`src/rtl/dma_ps2_wr_pkg.sv`:
```
// Purpose : shared types and constants for the PS2 DMA write channel.
// Latency : n/a (definitions only).
// Backpr. : n/a.
package dma_pkg;

   // DMA channel state encoding
   typedef enum logic [1:0] {
      ST_IDLE    = 2'd0,
      ST_REQ     = 2'd1,
      ST_WRITE   = 2'd2,
      ST_RELEASE = 2'd3
   } dma_state_e;

   localparam int          DMA_DEPTH      = 16;
   localparam int          DMA_IRQ_THRESH = 4;
   localparam logic [31:0] PS2_BASE       = 32'h0000_000A;

   // Word captured from the peripheral together with the ring base it belongs to
   typedef struct packed {
      logic [31:0] data;
      logic [31:0] base;
   } hold_t;

   // Word address of a ring slot: base plus zero-extended slot index
   function automatic logic [31:0] ring_addr(input logic [31:0] base,
                                             input logic [31:0] slot);
      return base + slot;
   endfunction

endpackage

```
`src/rtl/dma_ps2_wr_if.sv`:
```
// Purpose : peripheral/CPU/memory-side signal bundle of the PS2 DMA write channel.
// Latency : n/a (wires only).
// Backpr. : bus_req/bus_grant handshake; the channel waits on the grant indefinitely.
// Ports   : slave = DMA channel (consumes listo/joi/dire/bus_grant/irq_ack),
//           master = surrounding system (drives those, observes the rest).
interface dma_ps2_wr_if #(
   parameter int PTR_W = 4
);
   logic             listo;
   logic [31:0]      joi;
   logic [31:0]      dire;
   logic             bus_grant;
   logic             irq_ack;
   logic             bus_req;
   logic             mem_we;
   logic [31:0]      mem_addr;
   logic [31:0]      mem_wdata;
   logic             done;
   logic             irq;
   logic             overrun;
   logic             busy;
   logic [PTR_W-1:0] wr_ptr;

   modport master (
      output listo, joi, dire, bus_grant, irq_ack,
      input  bus_req, mem_we, mem_addr, mem_wdata, done, irq, overrun, busy, wr_ptr
   );

   modport slave (
      input  listo, joi, dire, bus_grant, irq_ack,
      output bus_req, mem_we, mem_addr, mem_wdata, done, irq, overrun, busy, wr_ptr
   );
endinterface

```
`src/rtl/dma_ps2_wr_edge_capture.sv`:
```
// Purpose : rising-edge detect on listo, one-word holding register, sticky overrun flag.
// Latency : 1 cycle from listo rising to o_pend.
// Backpr. : a new edge while a word is pending (outside the write cycle) is dropped and flagged.
// Ports   : i_listo/i_joi/i_dire from the peripheral; i_in_write = channel is in its write
//           cycle; o_pend/o_hold feed the FSM; o_overrun is sticky until reset.
module edge_capture
   import dma_pkg::*;
(
   input  logic        clk,
   input  logic        rst,
   input  logic        i_listo,
   input  logic [31:0] i_joi,
   input  logic [31:0] i_dire,
   input  logic        i_in_write,
   output logic        o_pend,
   output hold_t       o_hold,
   output logic        o_overrun
);
   logic  r_listo_d;
   logic  r_pend;
   logic  r_overrun;
   hold_t r_hold;
   logic  w_rise;

   assign w_rise = i_listo & ~r_listo_d;

   always_ff @(posedge clk or negedge rst) begin
      if (!rst) begin
         r_listo_d <= 1'b0;
         r_pend    <= 1'b0;
         r_overrun <= 1'b0;
         r_hold    <= '0;
      end else begin
         r_listo_d <= i_listo;
         // In the write cycle the held word has already been sampled into the
         // memory registers, so a coinciding edge may overwrite it safely.
         if (w_rise && (!r_pend || i_in_write)) begin
            r_hold <= '{data: i_joi, base: i_dire};
            r_pend <= 1'b1;
         end else begin
            if (w_rise)
               r_overrun <= 1'b1;
            if (i_in_write)
               r_pend <= 1'b0;
         end
      end
   end

   assign o_pend    = r_pend;
   assign o_hold    = r_hold;
   assign o_overrun = r_overrun;
endmodule

```
`src/rtl/dma_ps2_wr.sv`:
```
// Purpose : DMA write channel moving PS2 words into a memory ring buffer, with threshold irq.
// Latency : listo rising to mem_we = 3 cycles when bus_grant is already high.
// Backpr. : holds bus_req until granted (unbounded); one word buffered, extra words -> overrun.
// Ports   : clk, rst (async active-low); bus = slave side of dma_ps2_wr_if
//           (listo/joi/dire in, bus_req/bus_grant, mem_we/mem_addr/mem_wdata out,
//           done/irq/overrun/busy/wr_ptr status, irq_ack in).
module dma_ps2_wr
   import dma_pkg::*;
#(
   parameter int DEPTH      = DMA_DEPTH,
   parameter int PTR_W      = 4,
   parameter int IRQ_THRESH = DMA_IRQ_THRESH
)(
   input  logic       clk,
   input  logic       rst,
   dma_ps2_wr_if.slave bus
);
   localparam int              CNT_W    = $clog2(DEPTH + 1);
   localparam logic [CNT_W-1:0] THRESH_C = CNT_W'(IRQ_THRESH);

   dma_state_e       r_state;
   dma_state_e       w_next;
   logic             r_bus_req;
   logic [31:0]      r_mem_addr;
   logic [31:0]      r_mem_wdata;
   logic             r_done;
   logic             r_irq;
   logic [PTR_W-1:0] r_wr_ptr;
   logic [CNT_W-1:0] r_cnt;

   logic             w_pend;
   logic             w_overrun;
   logic             w_in_write;
   hold_t            w_hold;

   assign w_in_write = (r_state == ST_WRITE);

   edge_capture u_cap (
      .clk        (clk),
      .rst        (rst),
      .i_listo    (bus.listo),
      .i_joi      (bus.joi),
      .i_dire     (bus.dire),
      .i_in_write (w_in_write),
      .o_pend     (w_pend),
      .o_hold     (w_hold),
      .o_overrun  (w_overrun)
   );

   always_comb begin
      w_next = r_state;
      case (r_state)
         ST_IDLE:    if (w_pend)         w_next = ST_REQ;
         ST_REQ:     if (bus.bus_grant)  w_next = ST_WRITE;
         ST_WRITE:                       w_next = ST_RELEASE;
         ST_RELEASE: if (!bus.bus_grant) w_next = ST_IDLE;
         default:                        w_next = ST_IDLE;
      endcase
   end

   always_ff @(posedge clk or negedge rst) begin
      if (!rst) begin
         r_state     <= ST_IDLE;
         r_bus_req   <= 1'b0;
         r_mem_addr  <= '0;
         r_mem_wdata <= '0;
         r_done      <= 1'b0;
         r_irq       <= 1'b0;
         r_wr_ptr    <= '0;
         r_cnt       <= '0;
      end else begin
         r_state <= w_next;
         // Request is held through the write cycle and dropped on release.
         r_bus_req <= (w_next == ST_REQ) || (w_next == ST_WRITE);
         r_done    <= w_in_write;

         // Address/data are loaded on the grant edge so they are stable for the
         // whole write cycle and keep their value afterwards.
         if (r_state == ST_REQ && bus.bus_grant) begin
            r_mem_addr  <= ring_addr(w_hold.base, {{(32-PTR_W){1'b0}}, r_wr_ptr});
            r_mem_wdata <= w_hold.data;
         end

         if (w_in_write) begin
            r_wr_ptr <= r_wr_ptr + 1'b1;   // DEPTH is 2**PTR_W, wraps naturally
            if (bus.irq_ack) begin
               // Ack wins, but the word being written still counts.
               r_cnt <= CNT_W'(1);
               r_irq <= 1'b0;
            end else if (r_cnt != THRESH_C) begin
               r_cnt <= r_cnt + 1'b1;
               if (r_cnt + 1'b1 == THRESH_C)
                  r_irq <= 1'b1;
            end
         end else if (bus.irq_ack) begin
            r_cnt <= '0;
            r_irq <= 1'b0;
         end
      end
   end

   assign bus.bus_req   = r_bus_req;
   assign bus.mem_we    = w_in_write;
   assign bus.mem_addr  = r_mem_addr;
   assign bus.mem_wdata = r_mem_wdata;
   assign bus.done      = r_done;
   assign bus.irq       = r_irq;
   assign bus.overrun   = w_overrun;
   assign bus.busy      = (r_state != ST_IDLE) | w_pend;
   assign bus.wr_ptr    = r_wr_ptr;
endmodule
```
`src/flat_wrapper.sv`:
```
// flat-port wrapper written by rule: the top's interface ports become plain ports
module dma_ps2_wr_flat import dma_pkg::*;
#(
   parameter int DEPTH      = DMA_DEPTH,
   parameter int PTR_W      = 4,
   parameter int IRQ_THRESH = DMA_IRQ_THRESH
)
  (clk, rst, bus_listo, bus_joi, bus_dire, bus_bus_grant, bus_irq_ack, bus_bus_req, bus_mem_we, bus_mem_addr, bus_mem_wdata, bus_done, bus_irq, bus_overrun, bus_busy, bus_wr_ptr);
  dma_ps2_wr_if #(.PTR_W(PTR_W)) bus_i ();
  input  logic clk;
  input  logic rst;
  input wire logic [$bits(bus_i.listo)-1:0] bus_listo;
  input wire logic [$bits(bus_i.joi)-1:0] bus_joi;
  input wire logic [$bits(bus_i.dire)-1:0] bus_dire;
  input wire logic [$bits(bus_i.bus_grant)-1:0] bus_bus_grant;
  input wire logic [$bits(bus_i.irq_ack)-1:0] bus_irq_ack;
  output wire logic [$bits(bus_i.bus_req)-1:0] bus_bus_req;
  output wire logic [$bits(bus_i.mem_we)-1:0] bus_mem_we;
  output wire logic [$bits(bus_i.mem_addr)-1:0] bus_mem_addr;
  output wire logic [$bits(bus_i.mem_wdata)-1:0] bus_mem_wdata;
  output wire logic [$bits(bus_i.done)-1:0] bus_done;
  output wire logic [$bits(bus_i.irq)-1:0] bus_irq;
  output wire logic [$bits(bus_i.overrun)-1:0] bus_overrun;
  output wire logic [$bits(bus_i.busy)-1:0] bus_busy;
  output wire logic [$bits(bus_i.wr_ptr)-1:0] bus_wr_ptr;
  assign bus_i.listo = bus_listo;
  assign bus_i.joi = bus_joi;
  assign bus_i.dire = bus_dire;
  assign bus_i.bus_grant = bus_bus_grant;
  assign bus_i.irq_ack = bus_irq_ack;
  assign bus_bus_req = bus_i.bus_req;
  assign bus_mem_we = bus_i.mem_we;
  assign bus_mem_addr = bus_i.mem_addr;
  assign bus_mem_wdata = bus_i.mem_wdata;
  assign bus_done = bus_i.done;
  assign bus_irq = bus_i.irq;
  assign bus_overrun = bus_i.overrun;
  assign bus_busy = bus_i.busy;
  assign bus_wr_ptr = bus_i.wr_ptr;
  dma_ps2_wr #(.DEPTH(DEPTH), .PTR_W(PTR_W), .IRQ_THRESH(IRQ_THRESH)) u_core (.clk(clk), .rst(rst), .bus(bus_i));
endmodule
```
`config.mk`:
```
export PLATFORM = sky130hd
export DESIGN_NAME = dma_ps2_wr_flat
export DESIGN_NICKNAME = d
export VERILOG_FILES = /design/src/rtl/dma_ps2_wr_pkg.sv /design/src/rtl/dma_ps2_wr_if.sv /design/src/rtl/dma_ps2_wr_edge_capture.sv /design/src/rtl/dma_ps2_wr.sv /design/src/flat_wrapper.sv
export SDC_FILE = /design/constraint.sdc
export NUM_CORES = 1
export LEC_CHECK = 0
export ABC_AREA = 1
export ABC_CLOCK_PERIOD_IN_PS = 2050
export CAP_MARGIN = 40
export CORE_ASPECT_RATIO = 1.25
export CORE_MARGIN = 1.5
export CORE_UTILIZATION = 51
export CTS_CLUSTER_SIZE = 25
export DETAILED_ROUTE_END_ITERATION = 12
export PLACE_DENSITY = 0.89
export SETUP_SLACK_MARGIN = 0.05
export SLEW_MARGIN = 20
export SYNTH_ARGS = -nofsm -noshare
export SYNTH_HDL_FRONTEND = slang
export SYNTH_SLANG_ARGS = --single-unit
export TNS_END_PERCENT = 1
```
`constraint.sdc`:
```
create_clock -name clk -period 2.05 [get_ports clk]
set_input_delay 0.41 -clock clk [delete_from_list [all_inputs] [get_ports clk]]
set_output_delay 0.41 -clock clk [all_outputs]
set_load 0.01 [all_outputs]
```
==> metrics, run 1 <==
IO Pins approximately 140; instance count of the mapped netlist approximately 730; Clk network pwr share 21.2%; syn avg cell area 9.28 µm²; sequential element share of the synthesized area between 50% and 60%; Max-Slew Margin vs Limit around 71%; Die Wd 106 µm; Max Root-Sink Buffers 2; initial antenna violation count 0; switching power of the nets between 5000 and 6000 µW; final weighted congestion of routability-driven global placement ~0.9; clock transition at the registers of the reported paths roughly 0.060 ns; total negative slack 0 ns; launching element type of the critical path flop; Final Cycle Share a little over nine tenths; layout overhead on the synthesized area 33.9%; Post-synth EDFFs 0; number of max-cap violations 0; Synth Cell Area slightly below 7000 µm²; root buffer cell sky130_fd_sc_hd__clkbuf_16; routed wire length per instance around 15 µm; number of H-tree levels 4; count of yosys warnings during synthesis 0; Rows 46; PwrDens ~1600 nW/µm²; IR drop worst, VDD a little under 0.0009 V; total of flip-flops plus latches after synthesis between 100 and 150; Yosys cell types 32; proportion of power drawn by combinational gates roughly two fifths; count of input and output buffers 142; Total Routed Length approximately 16000 µm; Final Hold Vio Count 0; net count of the finished layout 960; total half-perimeter wirelength after legalization and detailed placement between 10000 and 15000 µm; gr ovfl total 0; CTS sink cnt around 150; max-slew violation total from the final report 0; setup repair after global routing missed its margin true; type of destination of the critical path primary output; category of the most critical setup path reg2out; violation count after the first detailed-route iteration 276; Total Die Area between 10000 and 15000 µm²; number of fill cells in the layout ~950; post-detailed-route count of antenna-violating nets 0; switching share of power 36.5%; highest achievable clock rate roughly 0.51 GHz; share of cells above drive strength 1 13.3%; status finished, final reports clean; first-pass GRT wire length 27100 µm; most frequently used flop master after synthesis sky130_fd_sc_hd__dfrtp_1; Finished Cell Area 9050 µm²; CTS buffer count 17; fraction of registers with async set or reset after synthesis 100%; worst-case clock skew between 0.008 and 0.009 ns; transition time of the tightest slew-check pin ~0.44 ns; final setup violation count 0; Vias ~5400; leak pwr around 0.0044 µW; die span in y ~130 µm; Starting Density between 50 and 60%; Post-route DRC 0; type of the most critical hold path in2async; via count of the first global-routing pass ~5600; worst path required time 1.64 ns; Worst Path Max Fanout 3; placeable core region 12800 µm²; standard cell area after detailed placement 8430 µm²; post-layout min period roughly 2 ns; final antenna diode count 0; via density per instance 5.05; Initial DRT Pass Iterations 4; Synthesized Nets roughly 810; arrival time at the worst endpoint 1.53 ns; GRT Resource Usage Total approximately a quarter; pin count of the biggest net entering global routing 58; cell-internal power just over 9000 µW; fraction of power consumed by sequential logic between 30 and 40%; clock tree from TritonCTS built; latest clock arrival within the worst-skew pair 0.42 ns
[worst paths after layout]
check / depth (start not counted) / slack, ns / end / start
hold reg to reg: 2 / 0.47 / u_core.bus.mem_wdata[6]$_DFFE_PN0P_ / u_core.bus.mem_wdata[6]$_DFFE_PN0P_
setup / recovery: 3 / 0.11 / bus_mem_we / u_core.r_state[1]$_DFF_PN0_
min in group clk: 2 / 0.47 / u_core.bus.mem_wdata[6]$_DFFE_PN0P_ / u_core.bus.mem_wdata[6]$_DFFE_PN0P_
setup reg to reg: 10 / 0.18 / u_core.bus.mem_addr[20]$_DFFE_PN0P_ / u_core.bus.wr_ptr[0]$_DFFE_PN0P_
hold / removal: 2 / 0.46 / u_core.bus.mem_addr[7]$_DFFE_PN0P_ / rst
max in group asynchronous: 3 / 0.97 / u_core.bus.mem_wdata[14]$_DFFE_PN0P_ / rst
[per-layer routing]
metal  GRT usage (%)  part of all wire (%)  vias to the layer above
li1                -                     -                     2616
met1            28.4                    39                     2534
met2            43.7                    51                      189
met3            6.70                   6.4                       33
met4            10.4                   2.7                        0
met5               0                     0                        -
[cells in the final DEF (no fill, tap or decap), types with 2 or more instances in the layout]
master	netlist	routed
sky130_fd_sc_hd__nor3_1	2	2
sky130_fd_sc_hd__buf_4	0	10
sky130_fd_sc_hd__mux2_4	46	46
sky130_fd_sc_hd__clkbuf_16	0	17
sky130_fd_sc_hd__clkinvlp_4	0	3
sky130_fd_sc_hd__inv_6	0	3
sky130_fd_sc_hd__ha_1	7	5
sky130_fd_sc_hd__a31oi_1	2	2
sky130_fd_sc_hd__nand2_2	1	4
sky130_fd_sc_hd__a21oi_1	11	11
sky130_fd_sc_hd__a21oi_2	9	9
sky130_fd_sc_hd__bufinv_16	0	2
sky130_fd_sc_hd__nor2_1	68	68
sky130_fd_sc_hd__dfrtp_1	145	145
sky130_fd_sc_hd__clkinv_4	0	5
sky130_fd_sc_hd__nand2_1	291	288
sky130_fd_sc_hd__ha_2	0	2
sky130_fd_sc_hd__inv_2	3	3
sky130_fd_sc_hd__nand3b_1	7	7
sky130_fd_sc_hd__o21ai_0	17	17
sky130_fd_sc_hd__buf_12	0	5
sky130_fd_sc_hd__xor2_1	8	8
sky130_fd_sc_hd__nor2_4	2	3
sky130_fd_sc_hd__mux2_2	2	2
sky130_fd_sc_hd__clkdlybuf4s50_1	0	140
sky130_fd_sc_hd__nand3_1	22	22
sky130_fd_sc_hd__inv_1	39	39
sky130_fd_sc_hd__a21boi_0	2	2
sky130_fd_sc_hd__xnor2_1	6	6
sky130_fd_sc_hd__nand4_1	8	8
[power by group through the flow]
stage | sequential [µW] | combinational, µW | clock [µW]
2_1_floorplan | 5310 | 3240 | 0
6_report | 5260 | 5960 | 3020
4_1_cts | 5250 | 5970 | 3070
5_1_grt | 5410 | 6580 | 3210
3_3_place_gp | 5210 | 5720 | 0
3_5_place_dp | 5260 | 5880 | 0
[Yosys cell counts (6+ instances only)]
master | count | area share (%)
sky130_fd_sc_hd__nand2_1 | 291 | 16
sky130_fd_sc_hd__dfrtp_1 | 145 | 54
sky130_fd_sc_hd__nor2_1 | 68 | 3.8
sky130_fd_sc_hd__mux2_4 | 46 | 10
sky130_fd_sc_hd__inv_1 | 39 | 2.2
sky130_fd_sc_hd__nand3_1 | 22 | 1.6
sky130_fd_sc_hd__o21ai_0 | 17 | 1.3
sky130_fd_sc_hd__a21oi_1 | 11 | 0.81
sky130_fd_sc_hd__clkbuf_1 | 11 | 0.61
sky130_fd_sc_hd__a21oi_2 | 9 | 1.2
sky130_fd_sc_hd__nand4_1 | 8 | 0.74
sky130_fd_sc_hd__xor2_1 | 8 | 1.0
sky130_fd_sc_hd__ha_1 | 7 | 1.3
sky130_fd_sc_hd__nand3b_1 | 7 | 0.78
sky130_fd_sc_hd__buf_6 | 6 | 1.0
sky130_fd_sc_hd__xnor2_1 | 6 | 0.78
[stage by stage]
step                hold WS (ns)  utilization (%)  setup slack [ns]  total power (µW)  std cells
floorplan                  0.114                -             0.142              8550        728
global placement           0.329             65.6             0.138             10900       1029
detailed placement         0.329             65.6             0.113             11100       1029
CTS                        0.462             70.4            0.0381             14300       1063
global route               0.470             70.5            0.0257             15200       1063
finish                     0.461             70.5             0.106             14200       1063
[worst max-delay path, stage by stage (launching register included)]
cell                              delay [ns]
sky130_fd_sc_hd__dfrtp_1                0.37
sky130_fd_sc_hd__inv_2                  0.07
sky130_fd_sc_hd__nor2_4                 0.13
sky130_fd_sc_hd__clkdlybuf4s50_1        0.55
[area by class of cell]
class | instances | area (µm²) | area share [%]
clock buffers | 17 | 425 | 4.70
clock inverters | 14 | 158 | 1.74
inverters | 42 | 158 | 1.74
multi-input cells | 519 | 2860 | 31.6
flip-flops and latches | 145 | 3630 | 40.1
well taps | 168 | 210 | 2.32
repair buffers | 158 | 1610 | 17.8
[cell families after synthesis]
group | share of synthesized area, %
mux | 10.6
compound gates | 3.98
fa+ha+maj | 1.59
buf+inv | 4.28
xor+xnor | 1.81
simple gates | 24.1
flops | 53.7
[what timing repair did]
item | in CTS | in global routing
pin swaps | 1 | 0
setup endpoints to repair | 2 | 11
hold endpoints to repair | 34 | 0
buffers inserted | 2 | 0
hold buffers | 1 | 0
gates resized for setup | 0 | 6
[state kept, by name, summed over array words and instances, names as in the netlist]
register and count:
u_core.u_cap.o_overrun 1, u_core.bus.done 1, u_core.bus.mem_wdata 32, u_core.bus.wr_ptr 4
u_core.r_cnt 5, u_core.r_state 2, u_core.bus.irq 1, u_core.bus.bus_req 1
u_core.bus.mem_addr 32, u_core.u_cap.r_listo_d 1, u_core.u_cap.o_pend 1, u_core.u_cap.o_hold 64
Power figures use the tool's default switching activity.
==> inputs of run 2 (changes only) <==
--- a/config.mk
+++ b/config.mk
@@ -11,6 +11,7 @@
 export CORE_ASPECT_RATIO = 1.25
 export CORE_MARGIN = 1.5
 export CORE_UTILIZATION = 51
+export CTS_BUF_LIST = sky130_fd_sc_hd__clkbuf_16
 export CTS_CLUSTER_SIZE = 25
 export DETAILED_ROUTE_END_ITERATION = 12
 export PLACE_DENSITY = 0.89
==> results of run 2 <==
Same layout as run 1: the final DEF is identical, and so are final timing and power.
